<file path="config.mk">
export PLATFORM = sky130hd
export DESIGN_NAME = soft_ccc_div
export DESIGN_NICKNAME = d
export VERILOG_FILES = /design/src/rtl/soft_ccc_pkg.sv /design/src/rtl/soft_ccc_chan.sv /design/src/rtl/soft_ccc_div.sv
export SDC_FILE = /design/constraint.sdc
export NUM_CORES = 1
export LEC_CHECK = 0
export CAP_MARGIN = 20
export CELL_PAD_IN_SITES_DETAIL_PLACEMENT = 0
export CELL_PAD_IN_SITES_GLOBAL_PLACEMENT = 2
export CORE_ASPECT_RATIO = 1.25
export CORE_MARGIN = 2
export CORE_UTILIZATION = 26
export DETAILED_ROUTE_END_ITERATION = 12
export GPL_TIMING_DRIVEN = 1
export HOLD_SLACK_MARGIN = 0.06
export PLACE_DENSITY_LB_ADDON = 0.15
export SLEW_MARGIN = 20
export SYNTH_ARGS = -nofsm -noshare
export SYNTH_HDL_FRONTEND = slang
export SYNTH_SLANG_ARGS = --single-unit
</file>
<file path="constraint.sdc">
create_clock -name CLK -period 5.7 [get_ports CLK]
set_clock_uncertainty 0.2 [all_clocks]
set_input_delay 0.855 -clock CLK [delete_from_list [all_inputs] [get_ports CLK]]
set_output_delay 0.855 -clock CLK [all_outputs]
set_load 0.03 [all_outputs]
</file>
<file path="src/rtl/soft_ccc_pkg.sv">
// Shared definitions for the soft_ccc_div clock-conditioning slice.
// The ratio is encoded as DIV+1. GL is high while the count is below the half point.
package soft_ccc_pkg;

    localparam int unsigned DIVW_DEF        = 5;
    localparam int unsigned DEFAULT_DIV_DEF = 4;

    // Divide ratio produced by a DIV field value.
    function automatic int unsigned div_to_ratio(input int unsigned div);
        return div + 1;
    endfunction

    // Number of GL-high cycles per period. For an odd ratio the extra cycle goes to the high phase.
    function automatic int unsigned half_point(input int unsigned div);
        return (div + 2) >> 1;
    endfunction

    // Width of the channel-select field. It is never narrower than one bit.
    function automatic int unsigned ch_idx_w(input int unsigned nch);
        return (nch > 1) ? $clog2(nch) : 1;
    endfunction

endpackage

</file>
<file path="src/rtl/soft_ccc_chan.sv">
// One divider channel: a terminal-count counter with a one-deep pending-ratio slot.
// A pending ratio takes effect only at terminal count, so no period is ever truncated.
module soft_ccc_chan
    import soft_ccc_pkg::*;
#(
    parameter int unsigned DIVW        = DIVW_DEF,
    parameter int unsigned DEFAULT_DIV = DEFAULT_DIV_DEF
) (
    input  logic            clk,
    input  logic            rst,
    input  logic            cfg_wr,
    input  logic [DIVW-1:0] cfg_div,
    output logic            gl_en,
    output logic            gl,
    output logic            pend
);

    logic [DIVW-1:0] cnt;
    logic [DIVW-1:0] div;
    logic [DIVW-1:0] pend_div;
    logic [DIVW:0]   half;
    logic            tc;

    assign tc = (cnt == div);

    always_ff @(posedge clk or posedge rst) begin
        if (rst) begin
            cnt      <= '0;
            div      <= DIVW'(DEFAULT_DIV);
            pend_div <= DIVW'(DEFAULT_DIV);
            pend     <= 1'b0;
        end else begin
            if (tc) begin
                cnt <= '0;
                if (pend) begin
                    div  <= pend_div;
                    pend <= 1'b0;
                end
            end else begin
                cnt <= cnt + DIVW'(1);
            end
            // A write on the terminal-count edge only arms the slot. The swap waits for the next wrap.
            if (cfg_wr) begin
                pend_div <= cfg_div;
                pend     <= 1'b1;
            end
        end
    end

    assign half  = (DIVW+1)'(half_point(32'(div)));
    assign gl_en = tc;
    assign gl    = ({1'b0, cnt} < half);

endmodule

</file>
<file path="src/rtl/soft_ccc_div.sv">
// NCH-channel run-time reprogrammable clock divider with a valid/ready config port and LOCK.
// SOFT_CCC_LOCK_EN selects the LOCK_CYCLES stability counter. Otherwise LOCK only tracks pending requests.
module soft_ccc_div
    import soft_ccc_pkg::*;
#(
    parameter int unsigned NCH         = 3,
    parameter int unsigned DIVW        = DIVW_DEF,
    parameter int unsigned DEFAULT_DIV = DEFAULT_DIV_DEF,
    parameter int unsigned LOCK_CYCLES = 64
) (
    input  logic                      CLK,
    input  logic                      RESET,
    input  logic                      CFG_VALID,
    output logic                      CFG_READY,
    input  logic [ch_idx_w(NCH)-1:0]  CFG_CH,
    input  logic [DIVW-1:0]           CFG_DIV,
    output logic [NCH-1:0]            GL_EN,
    output logic [NCH-1:0]            GL,
    output logic                      LOCK
);

    logic           accept;
    logic [NCH-1:0] wr;
    logic [NCH-1:0] pend;
    logic           any_pend;

    assign accept   = CFG_VALID && CFG_READY;
    assign any_pend = |pend;

    // An out-of-range CFG_CH matches no channel. The request is therefore consumed without effect.
    always_comb begin
        wr = '0;
        for (int unsigned i = 0; i < NCH; i++) begin
            wr[i] = accept && (32'(CFG_CH) == i);
        end
    end

    for (genvar i = 0; i < NCH; i++) begin : g_chan
        soft_ccc_chan #(
            .DIVW        (DIVW),
            .DEFAULT_DIV (DEFAULT_DIV)
        ) u_chan (
            .clk     (CLK),
            .rst     (RESET),
            .cfg_wr  (wr[i]),
            .cfg_div (CFG_DIV),
            .gl_en   (GL_EN[i]),
            .gl      (GL[i]),
            .pend    (pend[i])
        );
    end

    always_ff @(posedge CLK or posedge RESET) begin
        if (RESET) begin
            CFG_READY <= 1'b1;
        end else begin
            CFG_READY <= ~any_pend;
        end
    end

`ifdef SOFT_CCC_LOCK_EN
    localparam int unsigned LCW = $clog2(LOCK_CYCLES + 1);

    logic [LCW-1:0] lock_cnt;
    logic [LCW-1:0] lock_cnt_nxt;

    always_comb begin
        lock_cnt_nxt = lock_cnt;
        if ((|wr) || any_pend) begin
            lock_cnt_nxt = '0;
        end else if (lock_cnt != LCW'(LOCK_CYCLES)) begin
            lock_cnt_nxt = lock_cnt + LCW'(1);
        end
    end

    // LOCK is registered from the next count. It therefore rises on the same edge the count saturates.
    always_ff @(posedge CLK or posedge RESET) begin
        if (RESET) begin
            lock_cnt <= '0;
            LOCK     <= 1'b0;
        end else begin
            lock_cnt <= lock_cnt_nxt;
            LOCK     <= (lock_cnt_nxt == LCW'(LOCK_CYCLES));
        end
    end
`else
    always_ff @(posedge CLK or posedge RESET) begin
        if (RESET) begin
            LOCK <= 1'b0;
        end else begin
            LOCK <= ~any_pend;
        end
    end
`endif

endmodule

</file>
==> out/qor.txt, run 1 <==
Area Overhead vs Synth -> 18.9%
initial antenna violation count -> 0
vias in the first global route -> 1739
Post-CTS Setup Repair Bufs -> 0
Yosys top cell area share -> 0.416
drt wl/cell -> 14.2 um
synthesized flop and latch total -> 50
final setup margin -> 2010 ps
CP max stage cell -> clkdlybuf4s50_1
static leakage -> 1.28 nW
cts bufs inserted -> 5
R2R setup slack -> 3680 ps
Synth Area per Inst -> 11.7 um^2
internal power -> 1.21 mW
Initial Util -> 0.268
clock net sink count -> 50
RePlAce Congestion -> 0.701
Max Slew Vio Count -> 0
slowest cell delay on critical path -> 700 ps
P per Cell Area -> 627 nW/um^2
setup TNS -> 0 ps
Final Util -> 0.318
share of cells above drive strength 1 -> 0.199
die height -> 115 um
Syn. warnings -> 0
Filler Cells Inserted -> 996
CTS tree -> yes
Synthesized Nets -> 249
CTS max path bufs -> 2
Syn Inst Count -> 221
max-cap viol count -> 0
Tcrit/Tclk final -> 0.647
fin nets -> 268
CP Cell Sequence -> ha_1 > inv_1 > ha_1 > o21a_1 > o21ai_0 > a21oi_1 > a211oi_1 > clkdlybuf4s50_1
total grt overflow -> 0
DRT Pass-1 Iters -> 4
first-pass GRT wire length -> 9070 um
Inst Count DP -> 359
Hold Fails Final Rpt -> 0
hold buffers post-CTS -> 0
kind of critical path -> register to primary output
final cell count without fillers -> 367
antenna-violating nets left -> 0
largest net degree at the start of global routing -> 51
sequential area share after synthesis -> 0.487
Synth area leader -> dfrtp_1
H-tree levels -> 2
Post-DP HPWL -> 3850 um
WP data arrival -> 2630 ps
1st-iter DRT viols -> 62
Synth Cell Area -> 2580 um^2
crit path time final -> 3690 ps
CP startpoint kind -> register
P_sw -> 0.722 mW
library cells used by synthesis -> 26
type of the worst min-delay path -> register to register
clk root buf -> clkbuf_16
cell mode on critical path -> ha_1
die area -> 10800 um^2
Vias/cell -> 4.47
Worst-Margin Slew -> 670 ps
Vias -> 1639
DRC -> 0
CP max FO -> 4
switching share of power -> 0.375
largest delay contributor family on the critical path -> buffers and inverters
Slew HR -> 0.553
PostCTS Resize Cnt -> 0
Synth area leaders -> dfrtp_1 (42%), mux2_2 (11%), ha_1 (8.7%)
endpoint class of the critical path -> primary output
clk_lat worst skew -> 290 ps
FMAX -> 271 MHz
I/O pin count -> 18
die width -> 93.2 um
RSZ-0062 raised after global routing -> false
power share of the combinational group -> 0.413
port buffer count -> 17
# rows -> 40
Global Route Usage Sum -> 0.112
VDD IR-drop max -> 0.000188 V
Clk pin slew, worst setup/hold paths -> 70 ps
total core area -> 9660 um^2
Setup-failing EPs final -> 0
Clock Power Share -> 0.205
status -> complete, no violations
Bufs and invs on worst path -> 2
Final Hold Slack -> 227 ps
Required @ worst endpoint -> 4640 ps
ant diodes -> 0
Seq pwr share -> 0.382
dpl ws -> 2290 ps
drt total wl -> 5210 um
==> power groups by stage <==
stage               Clock, mW  Combinational [mW]  Sequential (mW)
finish                  0.395               0.796            0.736
global route            0.427               0.924            0.771
CTS                     0.410               0.816            0.744
detailed placement          0               0.810            0.750
global placement            0               0.808            0.754
floorplan                   0               0.670            0.691
==> worst register-to-register path, stage by stage (launching register included) <==
cell	delay [ps]
dfstp_2	560
xnor2_1	120
nand4_1	260
nor2_1	390
mux2_2	380
==> metal layers <==
layer  wire (um)  vias to the layer above  global-route usage  part of all wire
met5           0                        -                   0                 0
met4         153                        0              0.0520             0.029
met3         114                       12              0.0234             0.022
met2        2640                       18               0.189              0.51
met1        2310                      804               0.138              0.44
li1            -                      805                   -                 -
==> flip-flops by register name, indices dropped and copies added (netlist names) <==
name / flops
g_chan.u_chan.pend_div: 15
g_chan.u_chan.div: 15
CFG_READY: 1
LOCK: 1
g_chan.u_chan.cnt: 15
g_chan.u_chan.pend: 3
==> layout make-up <==
cell class,count,area [um^2],share of cell area
flip-flops and latches,50,1260,0.410
multi-input cells,149,1220,0.397
repair buffers,18,178,0.0578
well taps,126,158,0.0513
clock buffers,6,139,0.0452
clock inverters,2,60.1,0.0195
inverters,16,60.1,0.0195
==> path summary, 6_finish.rpt <==
kind                                              start  depth (start not counted)                            to
worst max-delay path            g_chan[0].u_chan.div[2]                          8                         GL[0]
worst min-delay path              g_chan[1].u_chan.pend                          1                     CFG_READY
worst max register to register  g_chan[0].u_chan.div[2]                          4       g_chan[0].u_chan.div[0]
worst min register to register    g_chan[1].u_chan.pend                          1                     CFG_READY
max in group asynchronous                         RESET                          3  g_chan[1].u_chan.pend_div[0]
min in group asynchronous                         RESET                          3       g_chan[2].u_chan.cnt[4]
==> cell usage in the layout (no fill, tap or decap), types with 2 or more instances in the layout <==
cell type	instances
dfrtp_1	43
mux2_2	26
xnor2_1	22
ha_1	18
clkdlybuf4s50_1	17
nor2_1	16
inv_1	15
nand3_1	12
dfstp_2	7
nand2_1	7
o21ai_0	6
o31ai_1	6
xor2_1	5
clkbuf_16	5
nor2b_1	4
nor3_1	4
o21a_1	3
a21oi_1	3
a211oi_1	3
o211ai_1	3
a2bb2oi_1	3
nand4_2	2
nor3_4	2
bufinv_16	2
==> cells in the mapped netlist, drive strengths merged <==
master    n
dfrtp    43
inv      16
xor2      5
dfstp     7
nor2     16
o21bai    1
buf       6
xnor2    22
nor3      7
mux2     26
nor2b     4
a211oi    3
o21a      3
nand2     7
ha       18
o31ai     6
a2bb2oi   3
o21ai     6
nand3    12
nand4b    1
a21oi     3
nand4     3
o211ai    3
==> per-stage QoR <==
stage,area (um^2),power [mW]
after floorplan,2580,1.36
after global placement,2880,1.56
after detailed placement,2880,1.56
after CTS,3070,1.97
after global routing,3070,2.12
final,3070,1.93
==> cell families (layout without fill, tap and decap cells) <==
group / Yosys count / count (layout) / synth area share
flip-flops: 50 / 50 / 0.487
AND/OR/NAND/NOR: 50 / 50 / 0.106
AO/OA/AOI/OAI: 28 / 28 / 0.0741
XOR/XNOR: 27 / 27 / 0.0915
multiplexers: 26 / 26 / 0.113
buffers and inverters: 22 / 42 / 0.0407
adder cells (fa/ha/maj): 18 / 18 / 0.0871
Power figures use the tool's default switching activity.
==> inputs of run 2 (changes only) <==
==> constraint.sdc (replaced) <==
create_clock -name CLK -period 3.45 [get_ports CLK]
set_clock_uncertainty 0.2 [all_clocks]
set_input_delay 0.5175 -clock CLK [delete_from_list [all_inputs] [get_ports CLK]]
set_output_delay 0.5175 -clock CLK [all_outputs]
set_load 0.03 [all_outputs]
==> run 2 against run 1 <==
Effect of this change: critical path depth fell by 3; sequential power rose by 67%; routed wire length rose by 2.7%; sequential share of layout area rose by 0.18 points; combinational power rose by 68%; global-route usage fell by 0.13 points; first-iteration DRC count fell by 74%; clock power rose by 32%; largest cell class unchanged; final cell count rose by 0.82%; setup slack got worse by 1500 ps; die area did not move; via count rose by 0.18%.
==> out/qor.txt, run 2 (same netlist as run 1, synthesis figures left out) <==
R2R setup slack -> 1430 ps (-2250 ps)
final setup margin -> 503 ps (-1510 ps)
cts bufs inserted -> 5 (unchanged)
die area -> 10800 um^2 (unchanged)
WP depth -> 5 (-3)
first-pass GRT wire length -> 8930 um (-1.5%)
Clk pin slew, worst setup/hold paths -> 70 ps (about the same)
worst r2r path cells -> 4 (unchanged)
dpl ws -> 422 ps (-1870 ps)
static leakage -> 1.30 nW (+1.9%)
Area Overhead vs Synth -> 18.4%
CP Cell Sequence -> xnor2_1 > nand4_1 > nor2b_1 > buf_4 > clkdlybuf4s50_1
CTS max path bufs -> 2 (unchanged)
CP max FO -> 6 (+2)
Required @ worst endpoint -> 2730 ps (-1910 ps)
RSZ-0062 raised after global routing -> false
P per Cell Area -> 1010 nW/um^2 (+61%)
final instance area -> 3060 um^2 (-0.45%)
antenna-violating nets left -> 0 (unchanged)
R2R Path Start -> g_chan[0].u_chan.div[2]
DRT Pass-1 Iters -> 4 (unchanged)
die width -> 93.2 um (unchanged)
clock net sink count -> 50 (unchanged)
RePlAce Congestion -> 0.717 (+2.2%)
clk_lat worst skew -> 300 ps (about the same)
Setup-failing EPs final -> 0 (unchanged)
ant diodes -> 0 (unchanged)
FF-to-FF End -> g_chan[0].u_chan.div[0]
type of the worst min-delay path -> register to register
drt total wl -> 5350 um (+2.7%)
initial antenna violation count -> 0 (unchanged)
WP data arrival -> 2230 ps (-400 ps)
crit path time final -> 2950 ps
Vias/cell -> 4.44 (-0.63%)
VDD IR-drop max -> 0.000306 V (+63%)
CP startpoint kind -> register
Vias -> 1642 (+0.18%)
endpoint class of the critical path -> primary output
Hold Fails Final Rpt -> 0 (unchanged)
total core area -> 9660 um^2 (unchanged)
die height -> 115 um (unchanged)
Tcrit/Tclk final -> 0.854
largest delay contributor family on the critical path -> buffers and inverters
clk root buf -> clkbuf_16
CP max stage cell -> clkdlybuf4s50_1
1st-iter DRT viols -> 16 (-74%)
Global Route Usage Sum -> 0.111 (-0.00134)
DRC -> 0 (unchanged)
FMAX -> 339 MHz
hold_sp -> g_chan[1].u_chan.pend
fin nets -> 271 (+1.1%)
commonest cells after routing, fill and taps aside -> dfrtp_1 (43), mux2_2 (26), xnor2_1 (22)
total grt overflow -> 0 (unchanged)
slowest cell delay on critical path -> 670 ps (-30 ps)
Worst-Margin Slew -> 644 ps (-25.7 ps)
kind of critical path -> register to primary output
Placed Instance Area -> 2900 um^2 (+0.78%)
Post-DP HPWL -> 3940 um (+2.5%)
port buffer count -> 17 (unchanged)
H-tree levels -> 2 (unchanged)
largest net degree at the start of global routing -> 51 (unchanged)
max-cap viol count -> 0 (unchanged)
# rows -> 40 (unchanged)
Power Total -> 3.08 mW (+60%)
hold depth -> 1 (unchanged)
Worst Hold Path EP -> CFG_READY
Initial Util -> 0.268 (unchanged)
drt wl/cell -> 14.5 um (+1.9%)
setup TNS -> 0 ps (unchanged)
vias in the first global route -> 1662 (-4.4%)
commonest non-fill, non-tap cell in the layout -> dfrtp_1
status -> complete, no violations
share of cells above drive strength 1 -> 0.209 (+0.00985)
Slew HR -> 0.571 (+0.0171)
Max Slew Vio Count -> 0 (unchanged)
CTS tree -> yes
Largest regs -> g_chan.u_chan.cnt x15, g_chan.u_chan.div x15, g_chan.u_chan.pend_div x15
Bufs and invs on worst path -> 2 (unchanged)
I/O pin count -> 18 (unchanged)
[run 2: cell types whose count changed in the layout (fill, tap and decap cells not counted), sizes merged]
cell           delta
buf               +3
clkdlybuf4s50     -3
dlymetal6s2s      +3
bufinv            -2
clkinvlp          +1
inv               +1
[run 2: timing repair]
action,4_1_cts,5_1_grt
hold buffers,0,0
setup buffers,0,0
endpoints found under the setup margin,0,3
gates resized for setup,0,3
[run 2: area by class of cell]
type | instances | area, um^2
Multi-Input combinational cell | 149 | 1220
Clock inverter | 2 | 16.3
Inverter | 16 | 60.1
Timing Repair Buffer | 21 | 208
Sequential cell | 50 | 1260
Clock buffer | 6 | 139
Tap cell | 126 | 158
Fill cell | 985 | 6600
[run 2: metal layers]
| metal | vias up | part of all wire | global-route usage |
|---|---|---|---|
| li1 | 809 | - | - |
| met5 | - | 0 | 0 |
| met4 | 0 | 0.018 | 0.0441 |
| met1 | 810 | 0.45 | 0.136 |
| met2 | 16 | 0.51 | 0.188 |
| met3 | 7 | 0.027 | 0.0247 |
[run 2: worst max path at each step]
stage	to	start	slack, ps
CTS	GL[0]	g_chan[0].u_chan.div[1]	90
floorplan	GL[0]	g_chan[0].u_chan.div[2]	1040
detailed placement	GL[2]	g_chan[2].u_chan.div[2]	420
global placement	GL[2]	g_chan[2].u_chan.div[2]	390
finish	GL_EN[0]	g_chan[0].u_chan.div[2]	500
global route	GL[2]	g_chan[2].u_chan.div[2]	360
[run 2: metrics by stage]
stage,instances,util,hold WS (ps)
global route,370,0.317,276
detailed placement,362,0.300,241
finish,370,0.317,243
global placement,362,0.300,261
floorplan,221,-,178
CTS,370,0.316,255
[run 2: power breakdown]
part	internal (mW)	switching (mW)	leakage, nW
Clock	0.292	0.228	0.0735
Combinational	0.676	0.661	0.624
Sequential	0.895	0.332	0.607
Total	1.86	1.22	1.30
==> inputs of run 3 (changes only) <==
--- a/config.mk
+++ b/config.mk
@@ -9,7 +9,7 @@
 export CELL_PAD_IN_SITES_DETAIL_PLACEMENT = 0
 export CELL_PAD_IN_SITES_GLOBAL_PLACEMENT = 2
 export CORE_ASPECT_RATIO = 1.25
-export CORE_MARGIN = 2
+export CORE_MARGIN = 5
 export CORE_UTILIZATION = 26
 export DETAILED_ROUTE_END_ITERATION = 12
 export GPL_TIMING_DRIVEN = 1
==> run 3 against run 2 <==
Effect of this change: critical path depth stayed put; non-clock buffer count stayed put; combinational power hardly changed; die area is 12% higher; count of clock-buffer cells in the layout stayed put; largest power group unchanged.
==> out/qor.txt, run 3 (same netlist as run 1, synthesis figures left out) <==
clk root buf -> clkbuf_16
# rows -> 40 (unchanged)
clock net sink count -> 50 (unchanged)
Worst setup startpoint -> g_chan[0].u_chan.div[2]
Global Route Usage Sum -> 0.0993 (-0.0113)
setup TNS -> 0 ps (unchanged)
dpl ws -> 405 ps (-16.8 ps)
CTS tree -> yes
Largest regs -> g_chan.u_chan.cnt x15, g_chan.u_chan.div x15, g_chan.u_chan.pend_div x15
FF-to-FF End -> g_chan[0].u_chan.div[1]
type of the worst min-delay path -> register to register
RePlAce Congestion -> 0.718 (+0.18%)
Tcrit/Tclk final -> 0.855 (about the same)
Required @ worst endpoint -> 2730 ps (about the same)
Post-DP HPWL -> 3960 um (+0.45%)
total core area -> 9660 um^2 (unchanged)
VDD IR-drop max -> 0.000386 V (+26%)
clk_lat worst skew -> 290 ps (about the same)
drt wl/cell -> 14.6 um (+0.78%)
Vias/cell -> 4.41 (-0.61%)
Hold Fails Final Rpt -> 0 (unchanged)
Vias -> 1632 (-0.61%)
endpoint class of the critical path -> primary output
CTS max path bufs -> 2 (unchanged)
DRC -> 0 (unchanged)
ant diodes -> 0 (unchanged)
commonest non-fill, non-tap cell in the layout -> dfrtp_1
Initial Util -> 0.268 (unchanged)
fin nets -> 271 (unchanged)
Area Overhead vs Synth -> 19.3%
Post-CTS Setup Repair Bufs -> 0 (unchanged)
Worst Hold Path EP -> CFG_READY
die height -> 121 um (+5.2%)
Slew HR -> 0.559 (-0.0117)
vias in the first global route -> 1663 (+0.060%)
kind of critical path -> register to primary output
WP data arrival -> 2230 ps (about the same)
drt total wl -> 5400 um (+0.78%)
largest net degree at the start of global routing -> 51 (unchanged)
Inst Count DP -> 362 (unchanged)
commonest cells after routing, fill and taps aside -> dfrtp_1 (43), mux2_2 (26), xnor2_1 (22)
die width -> 99.2 um (+6.4%)
CP max FO -> 6 (unchanged)
H-tree levels -> 2 (unchanged)
static leakage -> 1.32 nW (+1.1%)
RSZ-0062 raised after global routing -> false
CP startpoint kind -> register
Placed Instance Area -> 2900 um^2 (unchanged)
status -> complete, no violations
Setup-failing EPs final -> 0 (unchanged)
Clk pin slew, worst setup/hold paths -> 70 ps (about the same)
hold_sp -> g_chan[1].u_chan.pend
P per Cell Area -> 1020 nW/um^2 (+1.4%)
FMAX -> 339 MHz (about the same)
I/O pin count -> 18 (unchanged)
1st-iter DRT viols -> 27 (+11)
Worst-Margin Slew -> 662 ps (+17.5 ps)
final instance area -> 3080 um^2 (+0.74%)
total grt overflow -> 0 (unchanged)
die area -> 12000 um^2 (+12%)
max-cap viol count -> 0 (unchanged)
final setup margin -> 500 ps (-2.74 ps)
final cell count without fillers -> 370 (unchanged)
R2R setup slack -> 1450 ps (+20 ps)
R2R Path Start -> g_chan[0].u_chan.div[2]
first-pass GRT wire length -> 9040 um (+1.2%)
share of cells above drive strength 1 -> 0.209 (unchanged)
worst r2r path cells -> 4 (unchanged)
initial antenna violation count -> 0 (unchanged)
cts bufs inserted -> 5 (unchanged)
crit path time final -> 2950 ps (+2.74 ps)
DRT Pass-1 Iters -> 4 (unchanged)
PostCTS Resize Cnt -> 0 (unchanged)
Max Slew Vio Count -> 0 (unchanged)
hold buffers post-CTS -> 0 (unchanged)
hold depth -> 1 (unchanged)
antenna-violating nets left -> 0 (unchanged)
port buffer count -> 17 (unchanged)
Final Hold Slack -> 220 ps (-22.8 ps)
## run 3: how the worst max path moves through the flow
stage / endpoint / slack (ps) / cells after the start
final: GL_EN[0] / 500 / 5
after global routing: GL[2] / 310 / 8
after CTS: GL[0] / 70 / 8
after detailed placement: GL[0] / 400 / 8
after global placement: GL[0] / 400 / 8
after floorplan: GL[0] / 1040 / 8
## run 3: where the power goes
part	internal [mW]	switching, mW	total, mW
registers	0.894	0.327	1.22
clock network	0.365	0.228	0.593
logic	0.674	0.660	1.33
total	1.93	1.22	3.15
## run 3: metrics by stage
step	total power [mW]	utilization
2_1_floorplan	2.25	-
3_3_place_gp	2.61	0.300
3_5_place_dp	2.61	0.300
4_1_cts	3.23	0.318
5_1_grt	3.44	0.319
6_report	3.15	0.319
## run 3: cell type report
| cell class | instances | area, um^2 |
|---|---|---|
| Fill cell | 998 | 6580 |
| Sequential cell | 50 | 1260 |
| Multi-Input combinational cell | 149 | 1220 |
| Timing Repair Buffer | 21 | 208 |
| Tap cell | 126 | 158 |
| Clock buffer | 6 | 139 |
| Inverter | 16 | 60.1 |
| Clock inverter | 2 | 38.8 |
## run 3: metal layers
metal / vias to the layer above / global-route usage / share of wire
li1: 810 / - / -
met1: 803 / 0.121 / 0.45
met2: 14 / 0.167 / 0.51
met3: 5 / 0.0236 / 0.025
met4: 0 / 0.0410 / 0.016
met5: - / 0 / 0
## run 3: critical path, cell delays in order, from the launching register on
cell and delay [ps]:
dfstp_2 570, xnor2_1 120, nand4_1 240, nor2b_1 170
buf_4 160, clkdlybuf4s50_1 670
